## src/rtl/uart_pkg.sv

```systemverilog
// Shared UART definitions: receiver FSM states, default clocking and baud divisor derivation.
// Used by both uart_tx and uart_rx so the pair always agrees on bit timing.
package uart_pkg;

    localparam int DEFAULT_CLOCK_FREQUENCY = 27_000_000;
    localparam int DEFAULT_BAUD_RATE       = 115_200;

    typedef enum logic [1:0] {
        IDLE,
        START,
        DATA,
        STOP
    } uart_state_t;

    // Integer division: any fractional clocks per bit are dropped.
    function automatic int baud_divisor(input int clock_frequency, input int baud_rate);
        return clock_frequency / baud_rate;
    endfunction

endpackage

```

## src/rtl/rx_sync.sv

```systemverilog
// Serial input synchronizer: two flops into clk domain plus a previous-value flop for edge detection.
// Latency: rx_s follows rx by 2 clocks; fall_edge is valid in the same cycle as the new rx_s.
// Backpressure: none, free-running.
module rx_sync (
    input  logic clk,
    input  logic rst,
    input  logic rx,
    output logic rx_s,
    output logic fall_edge
);

    logic sync_1;
    logic sync_2;
    logic rx_prev;

    // Reset to 1 so a reset never looks like a start-bit edge.
    always_ff @(posedge clk) begin
        if (rst) begin
            sync_1  <= 1'b1;
            sync_2  <= 1'b1;
            rx_prev <= 1'b1;
        end else begin
            sync_1  <= rx;
            sync_2  <= sync_1;
            rx_prev <= sync_2;
        end
    end

    assign rx_s      = sync_2;
    assign fall_edge = rx_prev & ~sync_2;

endmodule

```

## src/rtl/uart_rx.sv

```systemverilog
// 8N1 UART receiver presenting each byte on a valid/ready holding register.
// Latency: byte is valid 3 + HALF_DIVISOR + 9*BAUD_DIVISOR clocks after the rx falling edge.
// Backpressure: one-byte holding register; a byte completing while it is full and not accepted is dropped with an overrun pulse.
module uart_rx
    import uart_pkg::*;
#(
    parameter int CLOCK_FREQUENCY = DEFAULT_CLOCK_FREQUENCY,
    parameter int BAUD_RATE       = DEFAULT_BAUD_RATE
) (
    input  logic       clk,
    input  logic       rst,
    input  logic       rx,
    output logic [7:0] data,
    output logic       valid,
    input  logic       ready,
    output logic       framing_error,
    output logic       overrun
);

    localparam int BAUD_DIVISOR = baud_divisor(CLOCK_FREQUENCY, BAUD_RATE);
    localparam int HALF_DIVISOR = BAUD_DIVISOR / 2;
    localparam int CNT_W        = $clog2(BAUD_DIVISOR);

    localparam logic [CNT_W-1:0] BAUD_RELOAD = CNT_W'(BAUD_DIVISOR - 1);
    localparam logic [CNT_W-1:0] HALF_RELOAD = CNT_W'(HALF_DIVISOR - 1);
    localparam logic [CNT_W-1:0] CNT_ONE     = CNT_W'(1);

    logic             rx_s;
    logic             fall_edge;
    uart_state_t      state;
    logic [CNT_W-1:0] baud_cnt;
    logic [2:0]       bit_cnt;
    logic [7:0]       shift_reg;

    rx_sync u_rx_sync (
        .clk       (clk),
        .rst       (rst),
        .rx        (rx),
        .rx_s      (rx_s),
        .fall_edge (fall_edge)
    );

    always_ff @(posedge clk) begin
        if (rst) begin
            state         <= IDLE;
            baud_cnt      <= '0;
            bit_cnt       <= '0;
            shift_reg     <= '0;
            data          <= '0;
            valid         <= 1'b0;
            framing_error <= 1'b0;
            overrun       <= 1'b0;
        end else begin
            framing_error <= 1'b0;
            overrun       <= 1'b0;

            // Consumer handshake; a delivery in the same cycle overrides below.
            if (valid && ready) begin
                valid <= 1'b0;
            end

            case (state)
                IDLE: begin
                    if (fall_edge) begin
                        state    <= START;
                        baud_cnt <= HALF_RELOAD;
                    end
                end

                START: begin
                    if (baud_cnt != '0) begin
                        baud_cnt <= baud_cnt - CNT_ONE;
                    end else if (!rx_s) begin
                        state    <= DATA;
                        baud_cnt <= BAUD_RELOAD;
                        bit_cnt  <= '0;
                    end else begin
                        state <= IDLE;
                    end
                end

                DATA: begin
                    if (baud_cnt != '0) begin
                        baud_cnt <= baud_cnt - CNT_ONE;
                    end else begin
                        shift_reg <= {rx_s, shift_reg[7:1]};
                        baud_cnt  <= BAUD_RELOAD;
                        if (bit_cnt == 3'd7) begin
                            state <= STOP;
                        end else begin
                            bit_cnt <= bit_cnt + 3'd1;
                        end
                    end
                end

                STOP: begin
                    if (baud_cnt != '0) begin
                        baud_cnt <= baud_cnt - CNT_ONE;
                    end else begin
                        // Back to IDLE either way: a held-low line needs a fresh edge.
                        state <= IDLE;
                        if (rx_s) begin
                            if (!valid || ready) begin
                                data  <= shift_reg;
                                valid <= 1'b1;
                            end else begin
                                overrun <= 1'b1;
                            end
                        end else begin
                            framing_error <= 1'b1;
                        end
                    end
                end

                default: state <= IDLE;
            endcase
        end
    end

endmodule

```

## config.mk

```make
export PLATFORM = sky130hd
export DESIGN_NAME = uart_rx
export DESIGN_NICKNAME = d
export VERILOG_FILES = /design/src/rtl/uart_pkg.sv /design/src/rtl/rx_sync.sv /design/src/rtl/uart_rx.sv
export SDC_FILE = /design/constraint.sdc
export NUM_CORES = 1
export LEC_CHECK = 0
export ABC_AREA = 1
export BUFFER_PORTS_ARGS = -buffer_cell sky130_fd_sc_hd__buf_4
export CAP_MARGIN = 0
export CORE_ASPECT_RATIO = 2
export CORE_MARGIN = 3
export CORE_UTILIZATION = 30
export DETAILED_ROUTE_END_ITERATION = 8
export PLACE_DENSITY = 0.48
export SYNTH_ARGS = -nofsm -noshare
export SYNTH_HDL_FRONTEND = slang
export SYNTH_HIERARCHICAL = 1
export SYNTH_SLANG_ARGS = --single-unit
```

## constraint.sdc

```tcl
create_clock -name clk -period 2.3 [get_ports clk]
set_clock_uncertainty 0.1 [all_clocks]
set_input_delay 0.115 -clock clk [delete_from_list [all_inputs] [get_ports clk]]
set_output_delay 0.115 -clock clk [all_outputs]
set_load 0.02 [all_outputs]
```

==> Word-level counts from Yosys, hierarchy flattened <==
Cells that the tools add are included.
{ "classes": {"add_sub_neg": 2, "eq_ne": 13, "n_mux": 25, "bitwise_logic": 4, "n_reduce_logical": 13} }
{ "op_table": {"columns": ["operator", "n"], "rows": [
  ["8-bit 2-to-1 mux", 5],
  ["8-bit case mux with 4 select lines", 1],
  ["2-bit != test, second input constant", 8],
  ["2-bit 2-to-1 mux", 6],
  ["3-bit 2-to-1 mux", 4],
  ["5-bit AND reduction", 2],
  ["2-bit case mux with 4 select lines", 1],
  ["8-bit nonzero test", 1],
  ["8-bit by 1-bit subtractor with 8-bit output, second input constant", 1],
  ["1-bit 2-to-1 mux", 7],
  ["3-bit case mux with 2 select lines", 1],
  ["2-bit == test, second input constant", 2],
  ["4-bit AND reduction", 1],
  ["4-bit OR reduction", 1],
  ["3-bit by 1-bit adder with 3-bit output, second input constant", 1],
  ["3-bit == test, second input constant", 1],
  ["3-bit != test, second input constant", 1],
  ["1-bit NOT", 3],
  ["3-bit AND reduction", 1],
  ["3-bit OR reduction", 1],
  ["2-bit by 1-bit == test with 1-bit output, second input constant", 1],
  ["2-bit zero test", 1],
  ["2-bit AND reduction", 1],
  ["2-bit nonzero test", 1],
  ["4 further kinds", 4]
]} }
{ "totals": {"regBits": 35, "input_bits": 4, "out_inout_bits": 11, "word_cells": 68} }

==> Longest topological paths before layout <==
Gate-level depths: netlist of run 1.
{ "depth": {"word_depth": 6, "mapped_depth": 10, "mapped_depth_nobuf": 10} }

==> Hierarchy <==
Netlist of run 1, hierarchy kept.
{ "modules_own_cells": {"columns": ["module", "n_inst", "cells_per_inst", "area_per_inst_um2", "seq_area_each_um2"], "rows": [
  ["uart_rx", 1, 212, 1555.2, 640.6],
  ["rx_sync", 1, 12, 93.8, 60.1]
]} }

==> Worst setup path before layout of run 1 <==
No wires, ideal clock.
{ "synth_path": {"path_kind": "register -> register", "from": "register state[0]", "to": "register bit_cnt[0]", "setup_ns": 0.113, "t_arrival_ns": 1.380, "t_required_ns": 2.087, "slack_ns": 0.707, "path_stages_with_launch": 11, "path_buffers": 0, "synth_period_minus_slack_ns": 1.593, "path_cell_list": "dfxtp_1 -> inv_1 -> ha_1 -> inv_1 -> or2_1 -> o21ai_1 -> nand2_2 -> nor2_4 -> o21ai_0 -> nand2_1 -> nor2_1"} }
{ "synth_between": {"elab_chain_len": 3, "elab_cells_between_ends": 9, "cone_classes": "6 x eq/ne; 1 x mux; 2 x reduce/logical"} }
{ "synth_lines": {"columns": ["element", "line_no", "text"], "rows": [
  ["start, declared", "uart_rx.sv:30", "uart_state_t state;"],
  ["start signal, assigned", "uart_rx.sv:45", "state <= IDLE;"],
  ["start signal, assigned", "uart_rx.sv:65", "state <= START;"],
  ["start signal, assigned", "uart_rx.sv:74", "state <= DATA;"],
  ["2-bit by 1-bit == test with 1-bit output / 2-bit == test (equally long branches)", "uart_rx.sv:62", "case (state)"],
  ["2-bit != test (no line) / 2-bit nonzero test (equally long branches)", null, null],
  ["5-bit AND reduction (no line)", null, null],
  ["end signal, assigned", "uart_rx.sv:91", "bit_cnt <= bit_cnt + 3'd1;"],
  ["end, declared", "uart_rx.sv:32", "logic [2:0] bit_cnt;"]
]} }
Parallel ways exist; a longest one is shown, timed or not.
A chain may end at the register's enable or synchronous reset.

==> Worst setup path after layout of run 1 <==
Same ends and word-level chain as after synthesis.

==> results.json, run 1 <==
{
  "synth-seq-area-share": 0.4249,
  "endpoint_kind": "flop",
  "drive_gt1_frac": 0.1235,
  "drt_wl_total_um": 3891,
  "grt_max_degree": 24,
  "required_ns": 2.39,
  "status": "complete, no violations",
  "post-route-period-util": 0.7914,
  "cts_buffers": 5,
  "numPortBuffers": 14,
  "syn_area_mm2": 0.001649,
  "p_per_area_mw_per_mm2": 757.8,
  "routabilityCongestion": 0.8027,
  "num_io_pins": 15,
  "num_antenna_cells": 0,
  "cts_tree": "built",
  "clk_pin_slew_ns": 0.07,
  "htreeDepth": 2,
  "fin_area_mm2": 0.001904,
  "clock_latency_ns": 0.29,
  "clkPwrFrac": 0.306,
  "drt_iter0_drc": 27,
  "p_sw_uw": 488.2,
  "synth.area.top_cells": "dfxtp_1, o21ai_0, inv_1, a21oi_1, nor2_1",
  "final_common_cell": "dfxtp_1",
  "ys_types": 25,
  "p_int_uw": 955.0,
  "dr.pass1.iters": 3,
  "antenna_found_initial": 0,
  "worstPathArrival_ns": 1.91,
  "nNetsFinal": 255,
  "place_ws_ns": 0.4456,
  "grt-ovfl-total": 0,
  "syn_to_final_growth_pct": 15.48,
  "switching_share": 0.3383,
  "yosysWarnings": 6,
  "rows": 37,
  "cts_max_path_buffers": 2,
  "gr-usage-all-layers": 0.1384,
  "yosys.area.top_type_share": 0.4249,
  "slew_headroom": 0.6096,
  "synth_largest_area_cell": "dfxtp_1",
  "dieArea_mm2": 0.006476,
  "ys_ff_latch": 35,
  "grt_setup_unrepaired": "false",
  "path_class": "flop to flop",
  "worst-slew-pin-transition_ns": 0.5849,
  "cp_max_fo": 6,
  "start_util": 0.3152,
  "placed_cell_area_mm2": 0.001799,
  "ctsRootBufferMaster": "clkbuf_8",
  "syn_area_per_cell_um2": 7.362,
  "p_leak_uw": 0.0008836,
  "final_cell_mix": "dfxtp_1, inv_1, nor2_1",
  "fin_ws_ns": 0.4798,
  "whs_ns": 0.02337,
  "syn_nets": 237,
  "core-area_mm2": 0.005231,
  "seqPwrFrac": 0.460,
  "vias": 1426,
  "drc_errors": 0,
  "clock.fmax_mhz": 549.4,
  "synthCells": 224,
  "die_w_um": 58.43,
  "setup_tns_ns": 0,
  "clock_sinks": 35,
  "start_kind": "flop",
  "combinationalPowerShare": 0.234,
  "viasPerCell": 4.738,
  "first_global_vias": 1528,
  "grt_pass1_wl_um": 6934,
  "max-vdd-ir-drop_mv": 0.4709,
  "wl_per_cell_um": 12.93,
  "setup_viol": 0,
  "slew_viol_final": 0,
  "hold_viol_final": 0,
  "dp_hpwl_um": 2997,
  "hold_path.class": "input port to flop",
  "die_h_um": 110.9,
  "period_minus_slack_ns": 1.820,
  "final_antenna_net_count": 0,
  "drv_cap": 0
}
per-stage QoR:
step           instances  utilization  total power [uW]
2_1_floorplan        224            -             936.5
3_3_place_gp         291       0.3439              1014
3_5_place_dp         291       0.3439              1016
4_1_cts              301       0.3640              1464
5_1_grt              301       0.3640              1549
6_report             301       0.3640              1443
power groups by stage:
stage               sequential, uW  combinational [uW]  clock, uW
floorplan                      666                 270          0
global placement               677                 337          0
global route                   668                 394        487
CTS                            663                 342        458
finish                         663                 338        442
detailed placement             677                 339          0
timing repair:
action / 4_1_cts / 5_1_grt
setup buffers: 0 / 0
hold endpoints to repair: 8 / 0
resized for setup: 0 / 0
hold buffers: 2 / 0
cell type report:
cell class / instances / area [um^2]
timing repair buffer: 16 / 125.1
fill: 594 / 3327
clock inverter: 2 / 12.51
sequential: 35 / 700.7
inverter: 34 / 127.6
multi-input combinational: 150 / 793.3
clock buffer: 6 / 72.57
tap: 58 / 72.57
layer usage:
layer,part of all wire,wire length [um],GRT usage
met1,0.36,1416,0.1320
met2,0.59,2312,0.2644
met3,0.019,75,0.02914
met5,0,0,0
met4,0.022,87,0.06037
worst max-delay path, stage by stage (launching register included):
cell	delay (ns)
dfxtp_1	0.37
inv_1	0.13
ha_1	0.28
inv_1	0.11
or2_1	0.23
o21ai_1	0.10
nand2_2	0.10
nor2_4	0.12
o21ai_0	0.09
nand2_1	0.06
nor2_1	0.04
Yosys cell counts:
master and instances:
clkbuf_1 2, nand4_1 3, nor4_1 1, nand3_2 1
inv_2 1, nand3_1 11, dfxtp_1 35, nor2_4 2
a21oi_1 24, xor2_1 3, o21ai_1 3, a21oi_2 1
buf_6 1, o21ai_0 25, nand3b_1 1, nor2_1 31
nand2_1 30, buf_2 1, nand2_2 2, ha_1 9
inv_1 33, nor2_2 1, nand2_4 1, or2_1 1
buf_1 1
kinds of logic (layout without fill, tap and decap cells):
group	count (synthesis)	after routing	synth area share
buffers and inverters	39	58	0.09408
adders and majority gates	9	9	0.06829
and+or+nand+nor	85	85	0.2337
AOI/OAI and AO/OA	53	53	0.1631
xor gates and xnor gates	3	3	0.01594
DFF	35	35	0.4249
path summary, 6_finish.rpt:
kind	from	end	slack [ns]	cells past startpoint
setup reg to reg	state[0]$_SDFFE_PP0P_	bit_cnt[0]$_SDFFE_PP0P_	0.48	10
hold / removal	ready	overrun$_SDFF_PP0_	0.02	4
hold reg to reg	u_rx_sync/sync_1$_SDFF_PP1_	u_rx_sync/rx_s$_SDFF_PP1_	0.31	2
setup / recovery	state[0]$_SDFFE_PP0P_	bit_cnt[0]$_SDFFE_PP0P_	0.48	10
No activity file was read; power rests on OpenSTA's default activity.
==> run 2: changes to the inputs <==
PLACE_DENSITY = 0.5   (was 0.48)
clock period = 1.6 ns   (was 2.3 ns; I/O delays follow)
==> run 2 against run 1 <==
Hold slack better by 0.27 ns. Non-clock buffer count grew 28. Count of clock-buffer cells in the layout down 1. Combinational power is 120% higher. Highest routed layer unchanged. First-iteration DRC count shrank 52%. Die area did not move. Design area rose by 23%. Final cell count up 9.6%. Largest power group is now clock. Via count rose by 6.9%.
==> results.json, run 2 (synthesis gave the netlist of run 1 again) <==
{
  "start_util": 0.3152,
  "endpoint_kind": "flop",
  "path_depth": 8,
  "holdPathStages": 2,
  "hold_viol_final": 0,
  "setup_viol": 0,
  "slew_viol_final": 0,
  "clock_latency_ns": 0.30,
  "max-vdd-ir-drop_mv": 0.7205,
  "regArea_um2": 710.7,
  "status": "complete, no violations",
  "crit_top_cell": "ha_4",
  "required_ns": 1.74,
  "grt-ovfl-total": 0,
  "crit_buf_inv": 0,
  "cp_max_fo": 4,
  "cts_buffers": 5,
  "ctsRootBufferMaster": "clkbuf_8",
  "core-area_mm2": 0.005231,
  "dieArea_mm2": 0.006476,
  "whs_ns": 0.2947,
  "final_common_cell": "buf_4",
  "routabilityCongestion": 0.8112,
  "worst-slew-pin-transition_ns": 0.2802,
  "critPathSlowestCell": "dfxtp_2",
  "rows": 37,
  "clk_pin_slew_ns": 0.07,
  "critical_path.cell_chain": "ha_4 -> ha_4 -> or2_4 -> o21ai_2 -> nand2_2 -> nor2_4 -> nand3_1 -> a21oi_1",
  "grt_pass1_wl_um": 6920,
  "clock_sinks": 35,
  "grt_setup_unrepaired": "true",
  "antenna_found_initial": 0,
  "period_minus_slack_ns": 1.521,
  "slew_headroom": 0.8115,
  "htreeDepth": 2,
  "worstPathArrival_ns": 1.66,
  "syn_to_final_growth_pct": 41.81,
  "dp_hpwl_um": 3067,
  "die_h_um": 110.9,
  "gr-usage-all-layers": 0.1401,
  "drive_gt1_frac": 0.3493,
  "critical-path-max-stage-delay_ns": 0.34,
  "p_per_area_mw_per_mm2": 1136,
  "fillers": 550,
  "dr.pass1.iters": 4,
  "path_class": "flop to flop",
  "first_global_vias": 1600,
  "multi_input_area_um2": 923.4,
  "num_io_pins": 15,
  "hold_path.class": "flop to flop",
  "post-route-period-util": 0.9505,
  "start_kind": "flop",
  "wl_per_cell_um": 12.55,
  "clock.fmax_mhz": 657.5,
  "cts_tree": "built",
  "p_leak_uw": 0.001051,
  "num_antenna_cells": 0,
  "nNetsFinal": 284,
  "drt_iter0_drc": 13,
  "vias": 1525,
  "drv_cap": 0,
  "cts_max_path_buffers": 2,
  "viasPerCell": 4.621,
  "numPortBuffers": 14,
  "drc_errors": 0,
  "r2r_cells": 8,
  "final_cell_mix": "buf_4, dfxtp_1, nor2_1",
  "grt_max_degree": 20,
  "final_antenna_net_count": 0,
  "drt_wl_total_um": 4142,
  "power_uw": 2657,
  "die_w_um": 58.43,
  "setup_tns_ns": 0,
  "cpLargestDelayFamily": "simple AND/OR/NAND/NOR gates"
}
==> run 2: changes by cell type in the layout (fill, tap and decap cells not counted), sizes merged <==
| cell | before | now |
|---|---|---|
| nor2 | 34 | 35 |
| dlygate4sd3 | 2 | 3 |
| buf | 14 | 41 |
| clkbuf | 6 | 5 |
| bufinv | 0 | 2 |
| clkinv | 1 | 0 |
==> run 2: report_power, final <==
part	switching (uW)	internal [uW]	total (uW)
combinational	430	313	743
sequential	34.0	913	947
clock	346	621	967
==> run 2: final cells by class <==
cell class,count,share of cell area
Multi-Input combinational cell,151,0.3949
Sequential cell,35,0.3039
Clock buffer,5,0.02943
Timing Repair Buffer,44,0.1562
Clock inverter,3,0.02889
Tap cell,58,0.03103
Inverter,34,0.05564
==> run 2: worst register-to-register path: stages, from the launching register on <==
cell and delay, ns:
dfxtp_2 0.34, ha_4 0.16, ha_4 0.15, or2_4 0.23, o21ai_2 0.06, nand2_2 0.09, nor2_4 0.12, nand3_1 0.08
a21oi_1 0.12
==> run 2: repair_timing <==
action,in CTS,in global routing
gates cloned,1,0
gates resized for setup,19,35
hold buffers,3,0
buffers inserted,2,1
hold endpoints to repair,11,0
pin swaps,7,12
setup endpoints to repair,11,24
==> run 2: stage by stage <==
step | utilization | area [um^2] | instances | setup WS, ns
4_1_cts | 0.4288 | 2243 | 329 | -0.003676
2_1_floorplan | - | 1649 | 224 | 0.007297
5_1_grt | 0.4470 | 2338 | 330 | -0.009798
3_5_place_dp | 0.3808 | 1992 | 315 | -0.03843
6_report | 0.4470 | 2338 | 330 | 0.07919
3_3_place_gp | 0.3808 | 1992 | 315 | -0.03406
==> run 2: metal layers <==
layer	vias to the layer above	global-route usage	wire (um)
li1	811	-	-
met1	695	0.1237	1517
met2	11	0.2771	2437
met3	8	0.03147	95
met4	0	0.06037	91
met5	-	0	0
==> run 2: path summary, 6_finish.rpt <==
kind | start | to | slack [ns]
max | bit_cnt[0]$_SDFFE_PP0P_ | bit_cnt[2]$_SDFFE_PP0P_ | 0.08
min | u_rx_sync/sync_1$_SDFF_PP1_ | u_rx_sync/rx_s$_SDFF_PP1_ | 0.29
min reg2reg | u_rx_sync/sync_1$_SDFF_PP1_ | u_rx_sync/rx_s$_SDFF_PP1_ | 0.29
max reg2reg | bit_cnt[0]$_SDFFE_PP0P_ | bit_cnt[2]$_SDFFE_PP0P_ | 0.08
==> run 3: changes to the inputs <==
SETUP_SLACK_MARGIN = 0.2   (was unset)
SLEW_MARGIN = 10   (was unset)
clock period = 1.3 ns   (was 1.6 ns; I/O delays follow)
==> run 3 against run 2 <==
The flow now finishes with violations (hold timing, setup timing). Design area up 20%. Final cell count is 5.2% higher. Clock power down 8.7%. Largest cell class unchanged. Routed wire length increased by 17%. Sequential power up 24%. Count of clock-buffer cells in the layout is 3 higher.
==> results.json, run 3 (synthesis gave the netlist of run 1 again) <==
{
  "start_kind": "flop",
  "place_inst": 330,
  "grt_pass1_wl_um": 7645,
  "grt-ovfl-total": 0,
  "slew_headroom": 0.7353,
  "clk_pin_slew_ns": 0.08,
  "fin_ws_ns": -0.2782,
  "violations": "hold timing, setup timing",
  "antenna_found_initial": 0,
  "cp_max_fo": 4,
  "hold_path.class": "input port to flop",
  "path_class": "flop to flop",
  "gr-usage-all-layers": 0.1536,
  "p_per_area_mw_per_mm2": 1216,
  "first_global_vias": 1639,
  "clock_latency_ns": 0.29,
  "dieArea_mm2": 0.006476,
  "seqPwrFrac": 0.342,
  "drt_iter0_drc": 24,
  "die_w_um": 58.43,
  "final_cell_mix": "buf_4, dfxtp_1, nor2_1",
  "place_ws_ns": -0.2884,
  "period_minus_slack_ns": 1.578,
  "routabilityCongestion": 0.7992,
  "p_int_uw": 2245,
  "die_h_um": 110.9,
  "cts_hold_buf": 1,
  "endpoint_kind": "flop",
  "cts_buffers": 5,
  "cts_max_path_buffers": 2,
  "drc_errors": 0,
  "switching_share": 0.3413,
  "nNetsFinal": 301,
  "whs_ns": -0.02443,
  "p_leak_uw": 0.001217,
  "viasPerCell": 4.749,
  "clock.fmax_mhz": 633.7,
  "htreeDepth": 2,
  "drv_cap": 0,
  "syn_to_final_growth_pct": 69.95,
  "grt_max_degree": 20,
  "p_sw_uw": 1163,
  "hold_viol_final": 2,
  "wl_per_cell_um": 14.01,
  "placed_cell_area_mm2": 0.002201,
  "fillers": 498,
  "fin_area_mm2": 0.002803,
  "dp_hpwl_um": 3516,
  "setup_viol": 32,
  "required_ns": 1.39,
  "cts_tree": "built",
  "numPortBuffers": 14,
  "combinationalPowerShare": 0.399,
  "final_antenna_net_count": 0,
  "final_core_util": 0.5358,
  "clock_sinks": 35,
  "grt_setup_unrepaired": "true",
  "drive_gt1_frac": 0.5398,
  "clkPwrFrac": 0.259,
  "post-route-period-util": 1.214,
  "num_io_pins": 15,
  "ctsRootBufferMaster": "clkbuf_8",
  "status": "complete, but fails checks",
  "max-vdd-ir-drop_mv": 0.8061,
  "worstPathArrival_ns": 1.66,
  "start_util": 0.3152,
  "num_antenna_cells": 0,
  "final_cells": 347,
  "rows": 37,
  "final_common_cell": "buf_4",
  "worst-slew-pin-transition_ns": 0.3966,
  "power_uw": 3409,
  "drt_wl_total_um": 4861,
  "core-area_mm2": 0.005231,
  "dr.pass1.iters": 4,
  "vias": 1648,
  "slew_viol_final": 0
}
-- run 3: cell type report --
type,count,area [um^2],share of cell area
Multi-Input combinational cell,150,1174,0.4188
Timing Repair Buffer,62,590.6,0.2107
Inverter,34,152.6,0.05446
Clock buffer,8,100.1,0.03571
Tap cell,58,72.57,0.02589
Sequential cell,35,713.2,0.2545
-- run 3: routing by layer --
metal  vias to the layer above  share of wire  global-route usage  routed length (um)
met5                         -              0                   0                   0
met4                         0          0.017             0.06811                  84
met3                         6         0.0099             0.02214                  48
met2                        13           0.64              0.3099                3116
met1                       785           0.33              0.1364                1612
li1                        844              -                   -                   -
-- run 3: path summary, 6_finish.rpt --
| kind | slack, ns | end | depth (start not counted) | start |
|---|---|---|---|---|
| min reg2reg | 0.31 | u_rx_sync/rx_s$_SDFF_PP1_ | 2 | u_rx_sync/sync_1$_SDFF_PP1_ |
| max | -0.28 | flop | 8 | state[0]$_SDFFE_PP0P_ |
| max reg2reg | -0.28 | flop | 8 | state[0]$_SDFFE_PP0P_ |
| min | -0.02 | overrun$_SDFF_PP0_ | 4 | ready |
-- run 3: what timing repair did --
action	in CTS	in global routing
cloned	0	1
gates resized for setup	47	59
endpoints found under the hold margin	3	1
setup endpoints to repair	32	32
buffers inserted	3	4
pin swaps	10	16
-- run 3: power by group through the flow --
stage	Clock [uW]	Sequential, uW	Combinational, uW
after global routing	946	1170	1470
after global placement	0	1180	910
after CTS	909	1170	1110
final	883	1170	1360
after floorplan	0	1180	513
after detailed placement	0	1180	914
-- run 3: critical path, cell delays in order, from the launching register on --
cell and delay (ns):
dfxtp_4 0.37, buf_12 0.13, ha_4 0.16, inv_1 0.17
nand3_4 0.10, a21oi_4 0.21, nand2_1 0.08, nand2_1 0.08
a21oi_2 0.06
-- run 3: metrics by stage --
stage               hold slack, ns  TNS (ns)
detailed placement          0.1514    -6.144
finish                    -0.02443    -6.037
floorplan                  0.05690    -1.262
global placement            0.1457    -5.881
CTS                       -0.02487    -5.960
global route             -0.004042    -8.365
